**src/rtl/mux_rr_reg.sv**
```systemverilog
// mux_rr_reg: N-channel registered mux with fixed-select or round-robin arbitration and valid/ready handshakes
module mux_rr_reg #(
  parameter int W = 8,
  parameter int N = 4,
  parameter int SELW = $clog2(N)
) (
  input  logic            CLK,
  input  logic            RST_N,
  input  logic            RR_EN,
  input  logic [SELW-1:0] S,
  input  logic [N*W-1:0]  D_IN,
  input  logic [N-1:0]    V_IN,
  output logic [N-1:0]    RDY_IN,
  output logic [W-1:0]    F,
  output logic            F_V,
  input  logic            F_RDY,
  output logic [SELW-1:0] GNT
);
  localparam logic [SELW:0] NL = N[SELW:0];
  logic [SELW-1:0] last, c, c_rr;
  logic found, cand_ok, load_ok, v_sel, xfer;
  logic [W-1:0] d_sel;
  assign load_ok = !F_V || F_RDY;
  always_comb begin
    found = 1'b0;
    c_rr = '0;
    for (int k = 1; k <= N; k++) begin
      int j;
      j = int'(last) + k;
      j = (j >= N) ? j - N : j;
      if (!found && V_IN[j]) begin
        found = 1'b1;
        c_rr = SELW'(j);
      end
    end
  end
  assign c = RR_EN ? c_rr : S;
  assign cand_ok = RR_EN ? found : ({1'b0, S} < NL);
  always_comb begin
    d_sel = '0;
    v_sel = 1'b0;
    RDY_IN = '0;
    for (int i = 0; i < N; i++) begin
      if (SELW'(i) == c) begin
        d_sel = D_IN[i*W +: W];
        v_sel = V_IN[i];
        RDY_IN[i] = cand_ok && load_ok && RST_N;
      end
    end
  end
  assign xfer = cand_ok && load_ok && v_sel && RST_N;
  // a simultaneous drain and load keeps F_V high, giving one word per cycle
  always_ff @(posedge CLK) begin
    if (!RST_N) begin
      F <= '0;
      F_V <= 1'b0;
      GNT <= '0;
      last <= SELW'(N - 1);
    end else if (xfer) begin
      F <= d_sel;
      F_V <= 1'b1;
      GNT <= c;
      last <= c;
    end else if (F_RDY) begin
      F_V <= 1'b0;
    end
  end
endmodule
```
**config.mk**
```make
export PLATFORM = sky130hd
export DESIGN_NAME = mux_rr_reg
export DESIGN_NICKNAME = d
export VERILOG_FILES = /design/src/rtl/mux_rr_reg.sv
export SDC_FILE = /design/constraint.sdc
export NUM_CORES = 1
export LEC_CHECK = 0
export ABC_AREA = 1
export BUFFER_PORTS_ARGS = -buffer_cell sky130_fd_sc_hd__buf_4
export CAP_MARGIN = 10
export CORE_UTILIZATION = 48
export CTS_BUF_LIST = sky130_fd_sc_hd__clkbuf_4
export DETAILED_ROUTE_END_ITERATION = 6
export PLACE_DENSITY = 0.95
export SYNTH_ARGS = -nofsm -noshare
export SYNTH_HDL_FRONTEND = slang
export SYNTH_SLANG_ARGS = --single-unit
```
**constraint.sdc**
```tcl
create_clock -name CLK -period 3.15 [get_ports CLK]
set_input_delay 0.7875 -clock CLK [delete_from_list [all_inputs] [get_ports CLK]]
set_output_delay 0.7875 -clock CLK [all_outputs]
set_load 0.05 [all_outputs]
```
# After elaboration in Yosys (flattened, before gate mapping)
# Cells that the tools add are included.
# op_classes
reduce_logical	14
n_eq_ne	3
addsub	8
magnitude_cmp	8
muxes	40
# op_table
cell	count
$lt 32x4->1 const B	4
$mux 32	4
$mux 8	4
$mux 1	23
$sub 3x3->4 const B	3
$mux 2	5
$ge 3x3->1 const B	3
$bmux 1 s2	4
$logic_and 1x1->1	7
$add 2x2->3 const B	2
$sub 4x3->5 const B	1
$add 2x3->4 const B	1
$eq 2x2->1 const A	2
$ge 4x3->1 const B	1
$logic_not 1->1	4
$add 2x1->3 const B	1
$eq 1x2->1 const A	1
$logic_not 2->1	1
$reduce_bool 2->1	1
$logic_or 1x1->1	1
# totals
output_inout_bits	15
wordCells	77
ff_bits	13
input_bits	42

# Logic depth before layout (Yosys ltp)
# logic_depth
ltp_word	25
mapped_depth	21
depth_no_buf	19

# Least setup slack after synthesis
# No wires, ideal clock.
# synth_path
path_type	input to output
from	input port V_IN[1]
to	output port RDY_IN[1]
path_slack_ps	-557
t_arrival_ps	2920
required_time_ps	2362
cell_stages	13
n_path_buf	2
path_cell_list	inv_1 -> nand2_1 -> nand3_1 -> nand2_1 -> nor2_4 -> nand3_1 -> nand2_1 -> inv_1 -> nand2_1 -> nand2_2 -> buf_2 -> buf_2 -> nor3_1
# synth_via
elab_chain_len	17
word_cells_on_any_way	32
classes_between	eq/ne (1); mux (23); reduce/logical (8)
# synth_rtl
element	line	rtl
from (decl)	12	input logic [N-1:0] V_IN,
$bmux 1 s2	31	if (!found && V_IN[j]) begin
$mux 1 (not written as such) (2 in a row)	31	
$mux 1	31	
$logic_not 1->1	31	
$logic_and 1x1->1	31	
$mux 1	31	
$logic_not 1->1	31	
$logic_and 1x1->1	31	
$mux 1	31	
$logic_not 1->1	31	
$logic_and 1x1->1	31	
$mux 1	31	
$mux 1	38	assign cand_ok = RR_EN ? found : ({1'b0, S} < NL);
$logic_and 1x1->1 (2 in a row)	47	RDY_IN[i] = cand_ok && load_ok && RST_N;
$mux 1 (*)	44	if (SELW'(i) == c) begin
to (decl)	13	output logic [N-1:0] RDY_IN,
# Mark *: on every way between the ends. The rest lies on a longest branch, timed or not. The select of a mux whose other input is x is not followed.

# Final worst setup path
# layout_path
from	input port V_IN[1]
to	output port RDY_IN[3]
# Same word-level chain as after synthesis.

==> results.cfg <==
[route]
postRouteAntennaNets = 0
wirelength_mm = 3.280
drc = 0
vias = 1476
vias_per_cell = 5.216
wl_per_cell_um = 11.59
drt_iter0_drc = 46
drtPass1Iterations = 4

[clocking]
clkTransAtPathRegs_ns = 0.08
clkLatencyLatePin_ns = 0.27
cts_max_level = 1
cts.sinks = 13
cts_root_buf = clkbuf_4
cts_buffer_depth = 2
cts_tree = built
numCtsBuffers = 3

[synthesis]
synth_top_area_share = 0.2203
ys_seq_elements = 13
ys_types = 21
synthTopCellsByArea = dfxtp_1 (22%), nand2_1 (22%), nand3_1 (11%)
synth_cells = 199
syn-cell-area_um2 = 1181
synth.largest_area_cell = dfxtp_1
synth.avg_cell_area_um2 = 5.935
ys_seq_area_frac = 0.2203
syn-num-nets = 241
yosys_warnings = 0

[power]
p_leak_nw = 0.9076
power.density_nw_per_um2 = 934.8
peakVddDrop_v = 0.0007037

[critical_path]
r2r_slack_ns = 0.46
worstSetupStartpointType = input port
critPathArrivalTime_ns = 2.17
path_max_fanout = 7
cp_data_required_time_ns = 2.36
rr_worst_depth = 19
path_class = in2out
crit_path_end_kind = output pin

[global_route]
grtUsageMet2 = 0.4697
grtUsageMet1 = 0.3429
grt_start_max_net_pins = 17
grt_pass1_wl_mm = 5.526
grt.total_usage = 0.2660
top_usage_layer = met2
grt_pass1_vias = 1346
antenna_found_initial = 0
grt_use_met3 = 0.03216
grt_overflow = 0

[layout]
multiInputGateArea_um2 = 828.3
num-fill-cells = 189
post-route-util = 0.7427
regArea_um2 = 261.5
drive_above_1_share = 0.3882
nNetsFinal = 298
antenna_cells = 0
syn_to_final_growth_pct = 43.11

[floorplan]
dieArea_um2 = 2663
fp.dieW_um = 51.61
start_util = 0.5190
core_um2 = 2276
die_h_um = 51.61
ioPinCount = 57
rows = 17

[sta]
fin_crit_sh = 0.9399
setup_viol = 0
tns_ns = 0
hold_viol_final = 0
fmax_ghz = 0.3377
relSlewSlack = 0.7751
worst-slew-pin-transition_ns = 0.3369
layout_min_cycle_time_ns = 2.961
rsz0062_at_grt = yes
slew_viol_final = 0
fin_skew_ns = 0.001647

[run]
maxCapViolCount = 0

[placement]
dp_hpwl_mm = 2.456
port_buffers = 56
gp_congestion = 0.8071

[hold_path]
hold_path_depth = 2
hp-class = reg2reg

[outcome]
status = finished clean
cells by family (layout without fill, tap and decap cells):
| family | Yosys count | after routing | share of synthesized area |
|---|---|---|---|
| compound gates | 5 | 5 | 0.02331 |
| flops | 13 | 13 | 0.2203 |
| buf+inv | 28 | 84 | 0.1123 |
| simple gates | 153 | 153 | 0.6441 |
layout by cell type, fill, tap and decap left out, drive strengths merged:
cell type   n
inv        20
o21ai       2
nand4      10
dfxtp      13
nand2      79
nor3        2
a21boi      1
a21oi       2
clkbuf      4
nor2       24
buf        60
nand3      28
nand3b     10
repair_timing:
action / CTS / global route
hold buffers: 0 / 0
setup buffers: 0 / 0
endpoints found under the hold margin: 0 / 0
setup endpoints to repair: 0 / 4
gates resized for setup: 0 / 5
synth_stat cells (all sizes together):
| library cell | n |
|---|---|
| nand2 | 79 |
| inv | 20 |
| nand3b | 10 |
| nor2 | 24 |
| nor3 | 2 |
| nand3 | 28 |
| buf | 8 |
| a21boi | 1 |
| a21oi | 2 |
| o21ai | 2 |
| dfxtp | 13 |
| nand4 | 10 |
worst paths after layout:
path / start / to
setup / recovery: V_IN[1] / RDY_IN[3]
hold / removal: GNT[1] / GNT[1]
setup reg to reg: last[1] / F[6]
hold reg to reg: GNT[1] / GNT[1]
where the power goes:
| group | leakage (nW) | internal (mW) | switching (mW) | total [mW] |
|---|---|---|---|---|
| Clock | 0.0184 | 0.0577 | 0.0548 | 0.113 |
| Sequential | 0.107 | 0.228 | 0.0540 | 0.282 |
| Combinational | 0.782 | 0.393 | 0.793 | 1.19 |
layout make-up:
type                            instances  share of cell area
Clock buffer                            4             0.01776
Inverter                               20             0.04589
Multi-Input combinational cell        158              0.4900
Sequential cell                        13              0.1547
Tap cell                               28             0.02073
Timing Repair Buffer                   60              0.2709
sequential cells by signal, summed over array words and instances (netlist names):
name and count:
last 2, GNT 2, F 8, F_V 1
layer usage:
metal	up-vias	wire length (um)
li1	749	-
met1	657	1386
met2	66	1657
met3	4	220
met4	0	15
met5	-	0
metrics by stage:
stage | hold WS [ns] | power (mW) | std cells | setup slack (ns) | cell area, um^2
finish | 0.4907 | 1.580 | 283 | 0.1892 | 1690
global route | 0.5258 | 1.707 | 283 | 0.002717 | 1690
CTS | 0.4919 | 1.559 | 283 | 0.1059 | 1672
detailed placement | 0.4800 | 1.437 | 279 | 0.1114 | 1642
global placement | 0.4747 | 1.413 | 279 | 0.1465 | 1642
floorplan | 0.5488 | 1.183 | 199 | 0.04824 | 1211
critical path, stage by stage:
cell	delay [ns]
buf_4	0.12
inv_1	0.07
nand2_1	0.07
nand3_1	0.09
nand2_1	0.08
nor2_4	0.13
nand3b_1	0.09
nand2_1	0.07
nand2_1	0.09
nand2_4	0.14
nand2_1	0.11
nor2_2	0.14
buf_6	0.18
Note: power is estimated with default switching activity, not from simulation.
